===== config.mk =====
export PLATFORM = sky130hd
export DESIGN_NAME = cap_seq_ctl
export DESIGN_NICKNAME = d
export VERILOG_FILES = /design/src/rtl/cap_seq_pkg.sv /design/src/rtl/cap_seq_wdog.sv /design/src/rtl/cap_seq_ctl.sv
export SDC_FILE = /design/constraint.sdc
export NUM_CORES = 1
export LEC_CHECK = 0
export BUFFER_PORTS_ARGS = -buffer_cell sky130_fd_sc_hd__buf_4
export CAP_MARGIN = 10
export CORE_MARGIN = 1
export CORE_UTILIZATION = 59
export DETAILED_ROUTE_END_ITERATION = 16
export PLACE_DENSITY = 0.91
export SETUP_SLACK_MARGIN = 0.15
export SYNTH_ARGS = -nofsm -noshare
export SYNTH_HDL_FRONTEND = slang
export SYNTH_SLANG_ARGS = --single-unit

===== constraint.sdc =====
create_clock -name clk125 -period 3.5 [get_ports clk125]
set_clock_uncertainty 0.15 [all_clocks]
set_input_delay 0.525 -clock clk125 [delete_from_list [all_inputs] [get_ports clk125]]
set_output_delay 0.525 -clock clk125 [all_outputs]
set_load 0.01 [all_outputs]

===== src/rtl/cap_seq_pkg.sv =====
// Shared types and constants for the capture sequencer.
package cap_seq_pkg;

  typedef enum logic [1:0] {
    ST_IDLE = 2'd0,
    ST_GAIN = 2'd1,
    ST_DATA = 2'd2,
    ST_DONE = 2'd3
  } cap_state_e;

  localparam logic [1:0] ERR_OK    = 2'd0;
  localparam logic [1:0] ERR_TMO   = 2'd1;
  localparam logic [1:0] ERR_ABORT = 2'd2;

  localparam int unsigned STAT_W = 16;

endpackage


===== src/rtl/cap_seq_wdog.sv =====
// Per-handshake wait counter; flags expiry on the cycle the wait reaches the limit.
module cap_seq_wdog #(
  parameter int unsigned TMO_W = 16
) (
  input  logic             clk,
  input  logic             rst_n,
  input  logic             clear_i,
  input  logic             run_i,
  input  logic [TMO_W-1:0] limit_i,
  output logic             expired_c
);

  logic [TMO_W-1:0] cnt_q, cnt_d;

  // Counter holds the number of completed wait cycles; saturates so a disabled limit never wraps.
  always_comb begin
    cnt_d = cnt_q;
    if (clear_i) begin
      cnt_d = '0;
    end else if (run_i && (cnt_q != '1)) begin
      cnt_d = cnt_q + TMO_W'(1);
    end
  end

  always_ff @(posedge clk or negedge rst_n) begin
    if (!rst_n) begin
      cnt_q <= '0;
    end else begin
      cnt_q <= cnt_d;
    end
  end

  assign expired_c = run_i && (limit_i != '0) && (cnt_q == (limit_i - TMO_W'(1)));

endmodule


===== src/rtl/cap_seq_ctl.sv =====
// Capture sequencer: gain sweep x repeat with gain/data handshakes, timeout, abort and duration.
// Optional CAP_SEQ_STATS_EN adds saturating ok/error completion counters (stat_ok, stat_err).
module cap_seq_ctl
  import cap_seq_pkg::*;
#(
  parameter int unsigned GAIN_W = 4,
  parameter int unsigned REP_W  = 8,
  parameter int unsigned TMO_W  = 16,
  parameter int unsigned TIME_W = 32
) (
  input  logic              clk125,
  input  logic              rst_n,
  input  logic              cap_trig,
  input  logic              cap_abort,
  input  logic [GAIN_W-1:0] gain_number,
  input  logic [REP_W-1:0]  rep_number,
  input  logic [TMO_W-1:0]  tmo_limit,
  output logic              cap_cing,
  output logic              cap_cmpt,
  output logic [1:0]        cap_err,
  output logic [TIME_W-1:0] cap_time,
  output logic [GAIN_W-1:0] gain_value,
  output logic [REP_W-1:0]  rep_value,
  output logic              gain_en,
  input  logic              gain_cmpt,
  output logic              data_en,
  input  logic              data_cmpt
`ifdef CAP_SEQ_STATS_EN
  ,
  output logic [STAT_W-1:0] stat_ok,
  output logic [STAT_W-1:0] stat_err
`endif
);

  cap_state_e        state_q, state_d;
  logic [GAIN_W-1:0] gain_num_q, gain_num_d;
  logic [REP_W-1:0]  rep_num_q, rep_num_d;
  logic [TMO_W-1:0]  tmo_q, tmo_d;
  logic              cap_cing_q, cap_cing_d;
  logic              cap_cmpt_q, cap_cmpt_d;
  logic [1:0]        cap_err_q, cap_err_d;
  logic [TIME_W-1:0] cap_time_q, cap_time_d;
  logic [TIME_W-1:0] dur_q, dur_d;
  logic [TIME_W-1:0] dur_inc;
  logic [GAIN_W-1:0] gain_value_q, gain_value_d;
  logic [REP_W-1:0]  rep_value_q, rep_value_d;
  logic              gain_en_q, gain_en_d;
  logic              data_en_q, data_en_d;

  logic              wd_clear;
  logic              wd_run;
  logic              wd_expired_c;

  cap_seq_wdog #(
    .TMO_W (TMO_W)
  ) u_wdog (
    .clk       (clk125),
    .rst_n     (rst_n),
    .clear_i   (wd_clear),
    .run_i     (wd_run),
    .limit_i   (tmo_q),
    .expired_c (wd_expired_c)
  );

  assign wd_run   = (state_q == ST_GAIN) || (state_q == ST_DATA);
  assign wd_clear = (state_d != state_q) && ((state_d == ST_GAIN) || (state_d == ST_DATA));

  assign dur_inc  = (dur_q == '1) ? dur_q : (dur_q + TIME_W'(1));

  // Next-state and output logic; abort beats cmpt, cmpt beats timeout.
  always_comb begin
    state_d      = state_q;
    gain_num_d   = gain_num_q;
    rep_num_d    = rep_num_q;
    tmo_d        = tmo_q;
    cap_cing_d   = cap_cing_q;
    cap_cmpt_d   = 1'b0;
    cap_err_d    = cap_err_q;
    cap_time_d   = cap_time_q;
    gain_value_d = gain_value_q;
    rep_value_d  = rep_value_q;
    gain_en_d    = gain_en_q;
    data_en_d    = data_en_q;

    case (state_q)
      ST_IDLE: begin
        if (cap_trig) begin
          gain_num_d   = gain_number;
          rep_num_d    = rep_number;
          tmo_d        = tmo_limit;
          cap_err_d    = ERR_OK;
          gain_value_d = '0;
          rep_value_d  = '0;
          cap_cing_d   = 1'b1;
          gain_en_d    = 1'b1;
          state_d      = ST_GAIN;
        end
      end

      ST_GAIN: begin
        if (cap_abort) begin
          cap_err_d  = ERR_ABORT;
          gain_en_d  = 1'b0;
          data_en_d  = 1'b0;
          cap_cmpt_d = 1'b1;
          state_d    = ST_DONE;
        end else if (gain_cmpt) begin
          gain_en_d  = 1'b0;
          data_en_d  = 1'b1;
          state_d    = ST_DATA;
        end else if (wd_expired_c) begin
          cap_err_d  = ERR_TMO;
          gain_en_d  = 1'b0;
          data_en_d  = 1'b0;
          cap_cmpt_d = 1'b1;
          state_d    = ST_DONE;
        end
      end

      ST_DATA: begin
        if (cap_abort) begin
          cap_err_d  = ERR_ABORT;
          gain_en_d  = 1'b0;
          data_en_d  = 1'b0;
          cap_cmpt_d = 1'b1;
          state_d    = ST_DONE;
        end else if (data_cmpt) begin
          data_en_d = 1'b0;
          if (gain_value_q < gain_num_q) begin
            gain_value_d = gain_value_q + GAIN_W'(1);
            gain_en_d    = 1'b1;
            state_d      = ST_GAIN;
          end else if (rep_value_q < rep_num_q) begin
            gain_value_d = '0;
            rep_value_d  = rep_value_q + REP_W'(1);
            gain_en_d    = 1'b1;
            state_d      = ST_GAIN;
          end else begin
            cap_cmpt_d = 1'b1;
            state_d    = ST_DONE;
          end
        end else if (wd_expired_c) begin
          cap_err_d  = ERR_TMO;
          gain_en_d  = 1'b0;
          data_en_d  = 1'b0;
          cap_cmpt_d = 1'b1;
          state_d    = ST_DONE;
        end
      end

      ST_DONE: begin
        // dur_q lags cap_cing by one cycle, so the exit cycle is added here.
        cap_cing_d = 1'b0;
        cap_time_d = dur_inc;
        state_d    = ST_IDLE;
      end

      default: begin
        state_d = ST_IDLE;
      end
    endcase
  end

  always_comb begin
    dur_d = cap_cing_q ? dur_inc : '0;
  end

  always_ff @(posedge clk125 or negedge rst_n) begin
    if (!rst_n) begin
      state_q      <= ST_IDLE;
      gain_num_q   <= '0;
      rep_num_q    <= '0;
      tmo_q        <= '0;
      cap_cing_q   <= 1'b0;
      cap_cmpt_q   <= 1'b0;
      cap_err_q    <= ERR_OK;
      cap_time_q   <= '0;
      dur_q        <= '0;
      gain_value_q <= '0;
      rep_value_q  <= '0;
      gain_en_q    <= 1'b0;
      data_en_q    <= 1'b0;
    end else begin
      state_q      <= state_d;
      gain_num_q   <= gain_num_d;
      rep_num_q    <= rep_num_d;
      tmo_q        <= tmo_d;
      cap_cing_q   <= cap_cing_d;
      cap_cmpt_q   <= cap_cmpt_d;
      cap_err_q    <= cap_err_d;
      cap_time_q   <= cap_time_d;
      dur_q        <= dur_d;
      gain_value_q <= gain_value_d;
      rep_value_q  <= rep_value_d;
      gain_en_q    <= gain_en_d;
      data_en_q    <= data_en_d;
    end
  end

  assign cap_cing   = cap_cing_q;
  assign cap_cmpt   = cap_cmpt_q;
  assign cap_err    = cap_err_q;
  assign cap_time   = cap_time_q;
  assign gain_value = gain_value_q;
  assign rep_value  = rep_value_q;
  assign gain_en    = gain_en_q;
  assign data_en    = data_en_q;

`ifdef CAP_SEQ_STATS_EN
  logic [STAT_W-1:0] stat_ok_q, stat_ok_d;
  logic [STAT_W-1:0] stat_err_q, stat_err_d;

  // Completion counters sample the cap_cmpt pulse together with the final error code.
  always_comb begin
    stat_ok_d  = stat_ok_q;
    stat_err_d = stat_err_q;
    if (cap_cmpt_q) begin
      if (cap_err_q == ERR_OK) begin
        if (stat_ok_q != '1) stat_ok_d = stat_ok_q + STAT_W'(1);
      end else begin
        if (stat_err_q != '1) stat_err_d = stat_err_q + STAT_W'(1);
      end
    end
  end

  always_ff @(posedge clk125 or negedge rst_n) begin
    if (!rst_n) begin
      stat_ok_q  <= '0;
      stat_err_q <= '0;
    end else begin
      stat_ok_q  <= stat_ok_d;
      stat_err_q <= stat_err_d;
    end
  end

  assign stat_ok  = stat_ok_q;
  assign stat_err = stat_err_q;
`endif

endmodule

# Word-level counts from Yosys, hierarchy flattened
# Cells that the tools add are included.
# Widths: inputs -> output; s select.
classes:
  add_sub_neg: 5
  n_lt_le_gt_ge: 2
  eq_ne: 18
  mux: 56
  reduce_logical: 19
ops:
  columns: ["operator", "n"]
  rows:
  - ["$mux 32", 2]
  - ["$mux 8", 5]
  - ["$add 32x1->32 const B", 1]
  - ["$eq 32x32->1 const B", 1]
  - ["$mux 16", 2]
  - ["$mux 2", 14]
  - ["$mux 1", 20]
  - ["$mux 4", 5]
  - ["$add 16x1->16 const B", 1]
  - ["$eq 16x16->1", 1]
  - ["$ne 16x16->1 const B", 1]
  - ["$pmux 8 s2", 1]
  - ["$reduce_bool 16->1", 1]
  - ["$sub 16x1->16 const B", 1]
  - ["$add 8x1->8 const B", 1]
  - ["$lt 8x8->1", 1]
  - ["$ne 2x2->1 const B", 4]
  - ["$pmux 2 s4", 1]
  - ["$pmux 4 s2", 1]
  - ["$reduce_bool 2->1", 4]
  - ["$eq 2x2->1 const B", 3]
  - ["$ne 3x3->1 const B", 2]
  - ["$pmux 1 s2", 3]
  - ["$pmux 2 s3", 1]
  - ["other kinds (17)", 23]
totals:
  ff_bits: 128
  in_bits: 34
  out_inout_bits: 50
  elab_cells: 114

# Longest topological paths before layout
logic_depth:
  ltp_word: 12
  mapped_depth: 12
  ltp_nobuf: 10

# Hierarchy
# From an unflattened synthesis, not the netlist that was laid out.
hier_totals:
  hier_cells: 688
  hier_area_um2: 6826.5
by_module_without_submodules:
  columns: ["mod", "instances", "cells_per_inst", "area_each_um2", "seq_area_each_um2"]
  rows:
  - ["cap_seq_ctl", 1, 525, 5424.0, 2802.7]
  - ["cap_seq_wdog", 1, 163, 1402.6, 400.4]

# Worst setup path before layout
# OpenSTA, ideal clock, no wires.
synth_timing:
  path_type: "register -> register"
  startpoint: "reg tmo_q[0]"
  endpoint: "reg u_wdog.cnt_q[11]"
  t_arrival_ps: 2739
  t_required_ps: 3231
  path_slack_ps: 492
  stages_incl_launch_ff: 13
  path_buffers: 2
  synth_period_minus_slack_ps: 3008
  path_cell_list: "dfrtp_1 inv_1 ha_1 or4b_4 buf_6 nor4_2 a211oi_2 nor3_2 nand4_2 o211ai_2 xnor2_4 buf_6 o21ai_2"
synth_between:
  elab_chain_len: 11
  elab_cells_between_ends: 18
  classes_between: "add/sub: 1; eq/ne: 4; mux: 7; reduce/logical: 6"
synth_lines:
  columns: ["element", "line_no", "text"]
  rows:
  - ["start: declaration", "cap_seq_ctl.sv:38", "logic [TMO_W-1:0] tmo_q, tmo_d;"]
  - ["start signal: assignment", "cap_seq_ctl.sv:187", "tmo_q <= tmo_d;"]
  - ["$sub 16x1->16 or $reduce_bool 16->1 (tied branches)", "cap_seq_wdog.sv:33", "assign expired_c = run_i && (limit_i != '0) && (cnt_q == (limit_i - TMO_W'(1)));"]
  - ["$eq 16x16->1 or $logic_and 1x1->1 (tied branches)", "cap_seq_wdog.sv:33", null]
  - ["$logic_and 1x1->1 *", "cap_seq_wdog.sv:33", null]
  - ["$mux 2 *", "cap_seq_ctl.sv:111, cap_seq_ctl.sv:142", null]
  - ["$mux 2 (on tied branches)", "cap_seq_ctl.sv:127, cap_seq_ctl.sv:107", null]
  - ["$mux 2 (on tied branches)", "cap_seq_ctl.sv:121, cap_seq_ctl.sv:101", null]
  - ["$pmux 2 s4 *", "cap_seq_ctl.sv:85", "case (state_q)"]
  - ["$eq 2x1->1 or $eq 2x2->1 (tied branches)", "cap_seq_ctl.sv:66", "assign wd_clear = (state_d != state_q) && ((state_d == ST_GAIN) || (state_d == ST_DATA));"]
  - ["$logic_or 1x1->1", "cap_seq_ctl.sv:66", null]
  - ["$logic_and 1x1->1 *", "cap_seq_ctl.sv:66", null]
  - ["$mux 16 or $reduce_bool 2->1 (tied branches)", null, null]
  - ["end signal: assignment", "cap_seq_wdog.sv:29", "cnt_q <= cnt_d;"]
  - ["end: declaration", "cap_seq_wdog.sv:13", "logic [TMO_W-1:0] cnt_q, cnt_d;"]
# Mark *: on every way between the ends. The rest lies on a longest branch, timed or not.
# A chain may end at the register's enable or synchronous reset.

# Final worst setup path
layout_timing:
  startpoint: "reg tmo_q[3]"
  endpoint: "reg gain_en_q, in the netlist gain_en"
layout_between:
  elab_chain_len: 7
  elab_cells_between_ends: 11
  classes_between: "add/sub: 1; eq/ne: 1; mux: 6; reduce/logical: 3"
layout_lines:
  columns: ["element", "line_no", "text"]
  rows:
  - ["$sub 16x1->16 or $reduce_bool 16->1 (tied branches)", "cap_seq_wdog.sv:33", null]
  - ["$eq 16x16->1 or $logic_and 1x1->1 (tied branches)", "cap_seq_wdog.sv:33", null]
  - ["$logic_and 1x1->1 *", "cap_seq_wdog.sv:33", null]
  - ["$mux 1 *", null, null]
  - ["$mux 1 (on tied branches) (2 in a row)", null, null]
  - ["$pmux 1 s3 *", null, null]
  - ["end signal: assignment", "cap_seq_ctl.sv:195", "gain_en_q <= gain_en_d;"]
  - ["end: declaration", "cap_seq_ctl.sv:47", "logic gain_en_q, gain_en_d;"]
# Marks and branches as above.

==> flow_summary.ini <==
[timing]
hold_viol = 9
fin_ws_ns = 0.256
rsz0062_at_grt = no
hold_ws_ns = -0.0162
max-slew-margin-rel_pct = 36.2
tns_ns = 0
fmax_mhz = 308
tightest_slew_ns = 0.957
finalCritPeriodShare_pct = 92.7
finalSetupViolations = 0
finalCriticalPeriod_ns = 3.24
slew_viol_final = 0

[worst_setup_path]
worstPathRequired_ns = 3.63
worstPathCellList = or4_1 > nor3_1 > o21ai_0 > a32oi_1 > nand4_4 > and2_1 > o311ai_0 > nand2_1
crit_buf_inv = 0
critPathMaxFanout = 7
crit_type = flip-flop to flip-flop
cp-start-kind = flip-flop
worstSetupEndpointType = flip-flop
cpLargestDelayFamily = simple AND/OR/NAND/NOR gates
cp.arrival_ns = 3.38
max_stage_delay_ns = 0.62
slowest_stage = or4_1

[cells_and_area]
stdcell_count = 945
seq_area_um2 = 3200
area_growth_pct = 20.8
drive_above_1_share_pct = 23.4
diodes = 0
post-route-util_pct = 73.4
multiInputGateArea_um2 = 3590
nets = 843
final_cell_mix = 128 x dfrtp_1, 91 x buf_4, 85 x nor2_1, 51 x nand2_1, 39 x a21oi_1
layout_commonest_cell = dfrtp_1
n_fill_cell = 743

[detailed_routing]
drt_drc_violations_left = 0
initialDrtViolationCount = 339
finalWirelength_um = 16200
vias_per_cell = 5.98
first_pass_iters = 5
wl_per_cell_um = 17.1
vias = 5652
ant_nets = 0

[yosys]
synth_top_area_share_pct = 46.0
async_flop_share_pct = 100
ys_seq_elements = 128
ys.flop_type = dfrtp_1
yosysTopAreaCell = dfrtp_1
synth_edf_count = 0
synthDistinctLibCells = 67
synth_area_um2 = 6960
netlist_top_cells_area = dfrtp_1 46%, mux2_2 5.0%, nor2_1 4.6%
synth_area_per_cell_um2 = 9.85
ys_warn_count = 0
ys_seq_area_share_pct = 46.0
syn_inst = 707
synth_fp_nets = 761

[die]
die_w_um = 111
die-area_um2 = 12200
core_um2 = 11500
pin_count = 84
dieHeight_um = 111
rows = 39
start_util_pct = 60.7

[status]
status = finished with violations
violations = negative hold slack

[clocking]
cts_sinks = 128
ctsHtreeMaxLevel = 4
hold_buffers = 0
cts_buffers = 17
clockBufferDepth = 2
clock_latency_ns = 0.42
cts_tree = built
clk_pin_slew_ns = 0.06
post_cts_buffers = 0
clockRootBuffer = clkbuf_16

[power]
power_density_nw_per_um2 = 827
ir_worst_vdd_uv = 553
total_power_mw = 6.95
leakagePower_nw = 3.86

[global_routing]
overflow = 0
grt_max_degree = 78
grt_pass1_wl_um = 26800
grt_pass1_vias = 5594
grt_usage_pct = 27.2
grt_antenna_before_repair = 0

[place]
port_buffers = 83
pre_cts_ws_ns = 0.0154
hpwl_um = 11000
gp_congestion = 0.856
dpl.cell_count = 913

[run]
max-cap-violations = 0

[worst_hold_path]
min_path_type = primary input to async pin
-- worst register-to-register path, cell delays in order, from the launching register on --
cell and delay, ns:
dfrtp_1 0.48, or4_1 0.62, nor3_1 0.27, o21ai_0 0.19, a32oi_1 0.44, nand4_4 0.23, and2_1 0.22, o311ai_0 0.41
nand2_1 0.11
-- stage by stage --
step / cell area, µm² / hold slack [ns]
6_report: 8410 / -0.0162
5_1_grt: 8410 / 0.0437
4_1_cts: 8360 / 0.0178
3_5_place_dp: 7730 / 0.350
3_3_place_gp: 7730 / 0.332
2_1_floorplan: 6960 / 0.0794
-- cells in the mapped netlist, types with 9 or more instances --
master / number
dfrtp_1: 128
nor2_1: 85
nand2_1: 51
a21oi_1: 39
xor2_1: 33
mux2_2: 31
xnor2_1: 30
inv_1: 25
nand2b_1: 25
nand3_1: 25
clkbuf_1: 24
o21ai_0: 21
ha_1: 20
nand4_1: 13
nor3_1: 12
and4_1: 10
o21ai_2: 10
nor4_1: 9
-- report_power, final --
part | leakage, nW | internal, mW | switching [mW]
Sequential | 1.63 | 1.93 | 0.439
Combinational | 1.93 | 1.23 | 1.51
Clock | 0.299 | 1.18 | 0.667
-- sequential cells by signal (all words and copies together), names as in the netlist --
register and flops:
data_en 1, state_q 2, gain_num_q 4, cap_err 2, cap_cmpt 1, u_wdog.cnt_q 16
gain_value 4, cap_cing 1, rep_num_q 8, dur_q 32, rep_value 8, gain_en 1
tmo_q 16, cap_time 32
-- cell type report --
class | instances | share of cell area [%]
clock inverter | 12 | 1.87
inverter | 25 | 1.12
tap | 143 | 2.13
sequential | 128 | 38.1
clock buffer | 20 | 5.55
timing repair buffer | 93 | 8.60
multi-input combinational | 524 | 42.7
-- worst paths after layout --
path                                from            to  slack (ns)  depth (start not counted)
max in group asynchronous          rst_n   cap_time[5]        2.37                          2
min reg2reg                   cap_err[0]    cap_err[0]        0.36                          1
min                                rst_n  rep_num_q[6]       -0.02                          1
min in group clk125        tmo_limit[11]     tmo_q[11]        0.18                          2
max                             tmo_q[3]       gain_en        0.26                          8
max reg2reg                     tmo_q[3]       gain_en        0.26                          8
-- cells by family (layout without fill, tap and decap cells) --
kind of cell | Yosys count | after routing | share of synthesized area [%]
AO/OA/AOI/OAI | 121 | 121 | 11.6
XOR/XNOR | 64 | 64 | 8.32
adder cells (fa/ha/maj) | 20 | 20 | 3.59
buffers and inverters | 55 | 150 | 3.34
flip-flops | 128 | 128 | 46.0
multiplexers | 37 | 37 | 5.88
AND/OR/NAND/NOR | 282 | 282 | 21.2
-- metal layers --
metal	up-vias	part of all wire (%)	global-route usage [%]
met2	182	51	45.8
met3	30	4.6	4.77
met1	2784	42	34.6
li1	2656	-	-
met4	0	2.1	11.6
met5	-	0	0
-- repair_timing --
| item | 4_1_cts | 5_1_grt |
|---|---|---|
| gates cloned | 0 | 0 |
| endpoints found under the setup margin | 14 | 16 |
| resized for setup | 1 | 9 |
| pin swaps | 0 | 1 |
Note: power is estimated with default switching activity, not from simulation.
